**src/rtl/sram_d_port_arbiter.sv**
```systemverilog
// Two-master OBI arbiter for the SRAM data port: fixed priority to master 0 with a
// starvation override for master 1, plus an ID FIFO that routes responses back.
module sram_d_port_arbiter #(
  parameter int MAX_WAIT    = 4,
  parameter int OUTSTANDING = 2
) (
  input  logic        clk_i,
  input  logic        rst_i,
  input  logic        m0_req_i,
  input  logic        m1_req_i,
  output logic        m0_gnt_o,
  output logic        m1_gnt_o,
  input  logic [31:0] m0_addr_i,
  input  logic [31:0] m1_addr_i,
  input  logic        m0_we_i,
  input  logic        m1_we_i,
  input  logic [3:0]  m0_be_i,
  input  logic [3:0]  m1_be_i,
  input  logic [31:0] m0_wdata_i,
  input  logic [31:0] m1_wdata_i,
  output logic        m0_rvalid_o,
  output logic        m1_rvalid_o,
  output logic [31:0] m0_rdata_o,
  output logic [31:0] m1_rdata_o,
  output logic        s_req_o,
  input  logic        s_gnt_i,
  output logic [31:0] s_addr_o,
  output logic        s_we_o,
  output logic [3:0]  s_be_o,
  output logic [31:0] s_wdata_o,
  input  logic        s_rvalid_i,
  input  logic [31:0] s_rdata_i,
  output logic        resp_err_o
);

  localparam int CNT_W = $clog2(OUTSTANDING + 1);
  localparam int PTR_W = (OUTSTANDING > 1) ? $clog2(OUTSTANDING) : 1;
  localparam int SLOTS = 1 << PTR_W;

  logic [3:0]       wait_cnt;
  logic             starve;
  logic             win1;
  logic             accept;
  logic             push;
  logic             pop;
  logic             empty;
  logic             full;
  logic             head;
  logic [CNT_W-1:0] cnt;
  logic [PTR_W-1:0] wr_ptr;
  logic [PTR_W-1:0] rd_ptr;
  logic             ids [SLOTS];

  function automatic logic [PTR_W-1:0] ptr_inc(input logic [PTR_W-1:0] p);
    return (p == PTR_W'(OUTSTANDING - 1)) ? '0 : p + 1'b1;
  endfunction

  // Arbitration and request mux
  assign starve = (wait_cnt == 4'(MAX_WAIT));
  assign win1   = m1_req_i & (~m0_req_i | starve);

  assign empty  = (cnt == '0);
  assign full   = (cnt == CNT_W'(OUTSTANDING));
  assign pop    = s_rvalid_i & ~empty & ~rst_i;
  // A full FIFO still accepts when its head retires this cycle, keeping 1 txn/cycle.
  assign accept = ~full | pop;

  assign s_req_o   = (m0_req_i | m1_req_i) & accept & ~rst_i;
  assign push      = s_req_o & s_gnt_i;
  assign m0_gnt_o  = push & ~win1;
  assign m1_gnt_o  = push & win1;

  assign s_addr_o  = win1 ? m1_addr_i  : m0_addr_i;
  assign s_we_o    = win1 ? m1_we_i    : m0_we_i;
  assign s_be_o    = win1 ? m1_be_i    : m0_be_i;
  assign s_wdata_o = win1 ? m1_wdata_i : m0_wdata_i;

  // Response routing from the FIFO head
  assign head        = ids[rd_ptr];
  assign m0_rvalid_o = pop & ~head;
  assign m1_rvalid_o = pop & head;
  assign m0_rdata_o  = s_rdata_i;
  assign m1_rdata_o  = s_rdata_i;

  always_ff @(posedge clk_i) begin
    if (rst_i) begin
      wait_cnt <= '0;
    end else if (!m1_req_i || m1_gnt_o) begin
      wait_cnt <= '0;
    end else if (!starve) begin
      wait_cnt <= wait_cnt + 1'b1;
    end
  end

  always_ff @(posedge clk_i) begin
    if (rst_i) begin
      cnt    <= '0;
      wr_ptr <= '0;
      rd_ptr <= '0;
    end else begin
      if (push && !pop) begin
        cnt <= cnt + 1'b1;
      end else if (pop && !push) begin
        cnt <= cnt - 1'b1;
      end
      if (push) begin
        wr_ptr <= ptr_inc(wr_ptr);
      end
      if (pop) begin
        rd_ptr <= ptr_inc(rd_ptr);
      end
    end
  end

  always_ff @(posedge clk_i) begin
    if (push) begin
      ids[wr_ptr] <= win1;
    end
  end

  always_ff @(posedge clk_i) begin
    if (rst_i) begin
      resp_err_o <= 1'b0;
    end else if (s_rvalid_i && empty) begin
      resp_err_o <= 1'b1;
    end
  end

endmodule

```
**config.mk**
```make
export PLATFORM = sky130hd
export DESIGN_NAME = sram_d_port_arbiter
export DESIGN_NICKNAME = d
export VERILOG_FILES = /design/src/rtl/sram_d_port_arbiter.sv
export SDC_FILE = /design/constraint.sdc
export NUM_CORES = 1
export LEC_CHECK = 0
export CAP_MARGIN = 20
export CORE_AREA = 4 4 119 121
export DETAILED_ROUTE_END_ITERATION = 10
export DIE_AREA = 0 0 123 125
export GPL_TIMING_DRIVEN = 0
export PLACE_DENSITY = 0.66
export SYNTH_ARGS = -nofsm -noshare
export SYNTH_HDL_FRONTEND = slang
export SYNTH_SLANG_ARGS = --single-unit
```
**constraint.sdc**
```tcl
create_clock -name clk_i -period 3.94 [get_ports clk_i]
set_input_delay 0.788 -clock clk_i [delete_from_list [all_inputs] [get_ports clk_i]]
set_output_delay 0.788 -clock clk_i [all_outputs]
set_load 0.01 [all_outputs]
```
==> results of run 1 <==
==> power groups by stage <==
stage          combinational (uW)  clock (uW)  sequential (uW)
2_1_floorplan                 264           0              143
3_3_place_gp                  615           0              143
3_5_place_dp                  621           0              144
4_1_cts                       624         210              141
5_1_grt                       651         216              143
6_report                      617         206              141
==> cells in the final DEF (no fill, tap or decap), drive strengths merged <==
| cell | instances |
|---|---|
| a21boi | 1 |
| nand2 | 1 |
| xor2 | 2 |
| xnor2 | 1 |
| a2111oi | 1 |
| or3 | 2 |
| and2 | 1 |
| nand2b | 2 |
| or2 | 1 |
| a21oi | 6 |
| nand3 | 2 |
| buf | 72 |
| o31ai | 1 |
| clkdlybuf4s50 | 281 |
| o21ba | 1 |
| nor3b | 1 |
| nor2b | 1 |
| o21ai | 2 |
| ha | 3 |
| nor3 | 3 |
| nor2 | 9 |
| inv | 7 |
| edfxtp | 2 |
| clkbuf | 5 |
| nor4 | 1 |
| nand4 | 1 |
| o21bai | 1 |
| nand3b | 1 |
| dfxtp | 10 |
| mux2 | 69 |
| mux2i | 3 |
| or3b | 1 |
==> final timing paths <==
check,end,from,depth (start not counted)
max reg2reg,cnt[1]$_SDFFE_PP0P_,cnt[0]$_SDFFE_PP0P_,6
max,s_wdata_o[6],m1_req_i,6
min,wr_ptr$_SDFFE_PP0N_,wr_ptr$_SDFFE_PP0N_,2
min reg2reg,wr_ptr$_SDFFE_PP0N_,wr_ptr$_SDFFE_PP0N_,2
==> state kept, by name, summed over array words and instances, names as in the netlist, named ones only <==
signal      cells
rd_ptr          1
resp_err_o      1
cnt             2
ids             2
wr_ptr          1
wait_cnt        4
==> logic make-up (layout without fill, tap and decap cells) <==
logic type               after synthesis  after routing  share of synthesized area [%]
buffers and inverters                 80            365                          29.07
multiplexers                          72             72                          45.88
AND/OR/NAND/NOR                       27             27                          6.725
AO/OA/AOI/OAI                         13             13                          4.284
flip-flops                            12             12                          11.28
adder cells (fa/ha/maj)                3              3                          1.627
XOR/XNOR                               3              3                          1.139
==> worst max-delay path: stages <==
cell and delay, ns:
clkdlybuf4s50_1 0.52, a21boi_4 0.21, buf_12 0.18, buf_12 0.16
mux2_4 0.30, clkdlybuf4s50_1 0.53
==> through the flow <==
stage / std cells / cell area (sq um) / utilization [%]
2_1_floorplan: 210 / 2307 / -
3_3_place_gp: 667 / 5340 / 40.81
3_5_place_dp: 667 / 5340 / 40.81
4_1_cts: 671 / 5429 / 41.49
5_1_grt: 671 / 5429 / 41.49
6_report: 671 / 5429 / 41.49
==> final cells by class <==
type / instances / area (sq um)
Multi-Input combinational cell: 118 / 1376
Buffer: 73 / 644.4
Fill cell: 1238 / 7656
Inverter: 7 / 26.28
Clock buffer: 4 / 88.84
Sequential cell: 12 / 260.3
Tap cell: 176 / 220.2
Timing Repair Buffer: 281 / 2813
==> routing by layer <==
metal  GRT usage (%)  wire length (um)  share of wire, %
met1           13.84              4057                38
met2           24.32              5720                54
met3           2.078               810               7.6
met4           1.954               101              0.94
met5               0                 0                 0
==> results.sh, run 1 <==
export IMPL_status="finished clean"
export IMPL_critPathArrivalTime_ns=2.70
export IMPL_core_area_sq_um=13090
export IMPL_clk_pin_slew_worst_paths_ns=0.04
export IMPL_syn_nets=389
export IMPL_hp_class="reg -> reg"
export IMPL_grt_pass1_vias=2682
export IMPL_max_slew_margin_pct=66.75
export IMPL_hold_viol_final=0
export IMPL_layout_nets=675
export IMPL_die_y_um=125
export IMPL_synth_area_leaders="mux2_4 44%, buf_4 21%, dfxtp_1 8.7%, buf_12 6.9%, edfxtp_1 2.6%"
export IMPL_hpwl_mm=9.770
export IMPL_routabilityCongestion=0.8076
export IMPL_drt_initial_drc_count=37
export IMPL_dieArea_sq_um=15380
export IMPL_antenna_found_initial=0
export IMPL_antennaDiodeCount=0
export IMPL_synth_area_sq_um=2307
export IMPL_r2r_setup_slack_ns=1.99
export IMPL_power_density_nw_per_um2=177.5
export IMPL_synthTopCellsByCount="67 x mux2_4, 64 x buf_4, 10 x dfxtp_1"
export IMPL_cp_max_fo=11
export IMPL_crit_required_ns=3.15
export IMPL_drc=0
export IMPL_rows=42
export IMPL_pre_cts_ws_ns=0.4255
export IMPL_timing_setup_tns_ns=0
export IMPL_yosysUniqueCellTypes=33
export IMPL_synth_top_area_share_pct=43.60
export IMPL_synth_largest_area_cell="mux2_4"
export IMPL_h_tree_depth=1
export IMPL_hold_buffers=0
export IMPL_maxCapViolCount=0
export IMPL_place_port_buffers=281
export IMPL_synthCells=210
export IMPL_grt_max_degree=12
export IMPL_cts_root_buf="clkbuf_16"
export IMPL_p_clk_share_pct=21.3
export IMPL_ys_ff_latch=12
export IMPL_syn_avg_cell_area_sq_um=10.99
export IMPL_cts_sinks=12
export IMPL_grt_usage_pct=12.37
export IMPL_synthArstFlopShare_pct=0
export IMPL_grt_overflow_total=0
export IMPL_avgViaCountPerCell=3.759
export IMPL_fin_worst_skew_ns=0.002717
export IMPL_fmax_mhz=286.7
export IMPL_synth_edf_count=2
export IMPL_synth_main_ff_cell="dfxtp_1"
export IMPL_p_int_uw=718.6
export IMPL_tritoncts="done"
export IMPL_syn_to_final_growth_pct=135.3
export IMPL_drtPass1Iterations=4
export IMPL_sequentialPowerShare_pct=14.7
export IMPL_critPathKind="in -> out"
export IMPL_rsz0062_at_grt="no"
export IMPL_drive_gt1_share_pct=30.51
export IMPL_total_power_uw=963.9
export IMPL_ctsLongestPathBuffers=2
export IMPL_combPwrFrac_pct=64.0
export IMPL_finalSetupViolCount=0
export IMPL_crit_path_end_kind="primary output"
export IMPL_power_switching_share_pct=25.45
export IMPL_synth_warnings=0
export IMPL_period_minus_slack_ns=3.488
export IMPL_slew_violations=0
export IMPL_postRouteAntennaNets=0
export IMPL_fin_ws_ns=0.4520
export IMPL_yosysSeqAreaShare_pct=11.28
export IMPL_cts_resized=0
export IMPL_vdd_drop_max_v=0.0002695
export IMPL_vias=2522
export IMPL_totalWireLength_mm=10.69
export IMPL_cts_buffers=3
export IMPL_cp_start_kind="primary input"
export IMPL_grt_pass1_wl_mm=15.05
export IMPL_cts_setup_buffers=0
export IMPL_power_leakage_uw=0.002293
export IMPL_fp_dieW_um=123
export IMPL_clock_latency_ns=0.24
export IMPL_p_switching_uw=245.3
export IMPL_io_pins=315
export IMPL_holdWs_ns=0.4840
export IMPL_fin_crit_sh_pct=88.53
export IMPL_wl_per_cell_um=15.93
export IMPL_initial_core_util_pct=17.63
export IMPL_tightest_slew_ns=0.4978
export IMPL_yosysMostFrequentCell="mux2_4"
(Power assumes the default switching activity.)
==> run 2: changes to the inputs <==
Settings changed: SLEW_MARGIN set to 20.
==> results of run 2 <==
Same layout as run 1: the final DEF is identical, and so are final timing and power.
==> run 3: changes to the inputs <==
Settings changed: CORE_AREA 4 4 119 121 to 2 2 121 123, PLACE_DENSITY 0.66 to 0.63.
==> results.sh, run 3 (synthesis results as in run 1) <==
export IMPL_largest_register="wait_cnt"
export IMPL_io_pins=315
export IMPL_tritoncts="done"
export IMPL_h_tree_depth=1
export IMPL_dieArea_sq_um=15380
export IMPL_pre_cts_ws_ns=0.3870
export IMPL_cts_setup_buffers=0
export IMPL_tightest_slew_ns=0.4610
export IMPL_antenna_found_initial=0
export IMPL_max_slew_margin_pct=69.20
export IMPL_status="finished clean"
export IMPL_reg_top3="wait_cnt (4), cnt (2), ids (2)"
export IMPL_fp_dieW_um=123
export IMPL_grt_usage_pct=11.53
export IMPL_drc=0
export IMPL_antennaDiodeCount=0
export IMPL_largest_reg_flops=4
export IMPL_grt_pass1_vias=2560
export IMPL_finalSetupViolCount=0
export IMPL_layout_commonest_cell="clkdlybuf4s50_1"
export IMPL_worst_path_max_delay_cell="clkdlybuf4s50_1"
export IMPL_fin_crit_sh_pct=89.31
export IMPL_avgViaCountPerCell=3.682
export IMPL_critPathArrivalTime_ns=2.73
export IMPL_wl_per_cell_um=14.40
export IMPL_cp_max_fo=10
export IMPL_hold_viol_final=0
export IMPL_routabilityCongestion=0.7999
export IMPL_slowest_delay_ns=0.54
export IMPL_cts_resized=0
export IMPL_hpwl_mm=8.633
export IMPL_cts_buffers=3
export IMPL_crit_required_ns=3.15
export IMPL_fin_worst_skew_ns=0.003200
export IMPL_cp_start_kind="primary input"
export IMPL_drtPass1Iterations=4
export IMPL_sequentialPowerShare_pct=15.1
export IMPL_power_density_nw_per_um2=173.6
export IMPL_fin_ws_ns=0.4210
export IMPL_crit_path_end_kind="primary output"
export IMPL_postRouteAntennaNets=0
export IMPL_rsz0062_at_grt="no"
export IMPL_p_int_uw=698.8
export IMPL_initial_core_util_pct=16.24
export IMPL_vdd_drop_max_v=0.0002503
export IMPL_layout_nets=675
export IMPL_cts_sinks=12
export IMPL_rows=44
export IMPL_core_area_sq_um=14200
export IMPL_clock_latency_ns=0.24
export IMPL_p_switching_uw=243.5
export IMPL_wl_met1_mm=3.815
export IMPL_p_clk_share_pct=19.8
export IMPL_die_y_um=125
export IMPL_period_minus_slack_ns=3.519
export IMPL_power_switching_share_pct=25.84
export IMPL_syn_to_final_growth_pct=135.3
export IMPL_totalWireLength_mm=9.780
export IMPL_post_route_util_pct=38.22
export IMPL_place_port_buffers=281
export IMPL_grt_max_degree=12
export IMPL_cts_root_buf="clkbuf_16"
export IMPL_drt_initial_drc_count=33
export IMPL_drive_gt1_share_pct=30.30
export IMPL_crit_chain="clkdlybuf4s50_1, a21boi_4, buf_12, buf_12, mux2_4, clkdlybuf4s50_1"
export IMPL_critPathKind="in -> out"
export IMPL_hold_buffers=0
export IMPL_combPwrFrac_pct=65.2
export IMPL_holdWs_ns=0.4772
export IMPL_dr_wl_met2_mm=5.136
export IMPL_grt_overflow_total=0
export IMPL_layout_common_cells="281 x clkdlybuf4s50_1, 67 x mux2_4, 64 x buf_4, 10 x dfxtp_1, 9 x nor2_1"
export IMPL_top_layer="met4"
export IMPL_power_leakage_uw=0.002288
export IMPL_slew_violations=0
export IMPL_hp_class="reg -> reg"
export IMPL_ctsLongestPathBuffers=2
export IMPL_timing_setup_tns_ns=0
export IMPL_fmax_mhz=284.2
export IMPL_clk_pin_slew_worst_paths_ns=0.04
export IMPL_maxCapViolCount=0
export IMPL_grt_pass1_wl_mm=14.19
export IMPL_route_met3_wl_um=764
export IMPL_vias=2500
-- run 3: path summary, 6_finish.rpt --
kind,from,endpoint,slack [ns],depth (start not counted)
worst min register to register,resp_err_o$_SDFFE_PP0P_,resp_err_o$_SDFFE_PP0P_,0.48,2
worst min-delay path,resp_err_o$_SDFFE_PP0P_,resp_err_o$_SDFFE_PP0P_,0.48,2
worst max register to register,cnt[1]$_SDFFE_PP0P_,cnt[1]$_SDFFE_PP0P_,1.94,6
worst max-delay path,m1_req_i,s_addr_o[22],0.42,6
-- run 3: routing by layer --
| layer | vias up | track usage [%] |
|---|---|---|
| met5 | - | 0 |
| met4 | 0 | 1.471 |
| met3 | 6 | 1.779 |
| met2 | 98 | 21.84 |
| met1 | 1169 | 13.79 |
| li1 | 1227 | - |
-- run 3: per-stage QoR --
step | cells | total power (uW) | cell area [sq um]
6_report | 679 | 942.3 | 5429
5_1_grt | 679 | 988.4 | 5429
4_1_cts | 679 | 952.0 | 5429
3_5_place_dp | 675 | 761.1 | 5350
3_3_place_gp | 675 | 756.7 | 5350
2_1_floorplan | 210 | 406.9 | 2307
-- run 3: power groups by stage --
stage	registers, uW	logic [uW]	clock network, uW
finish	142	614	186
global route	143	650	195
CTS	142	621	189
detailed placement	144	617	0
global placement	143	614	0
floorplan	143	264	0
-- run 3: layout make-up --
class	instances	area, sq um
Clock inverter	1	3.754
Fill cell	1405	8775
Timing Repair Buffer	281	2813
Inverter	7	26.28
Clock buffer	3	75.07
Buffer	73	644.4
Multi-Input combinational cell	118	1376
Sequential cell	12	260.3
Tap cell	184	230.2
-- run 3: critical path: cells and delay by family --
family,cells,cell delay (ns)
muxes,1,0.30
buffers and inverters,4,1.42
AOI/OAI and AO/OA,1,0.22
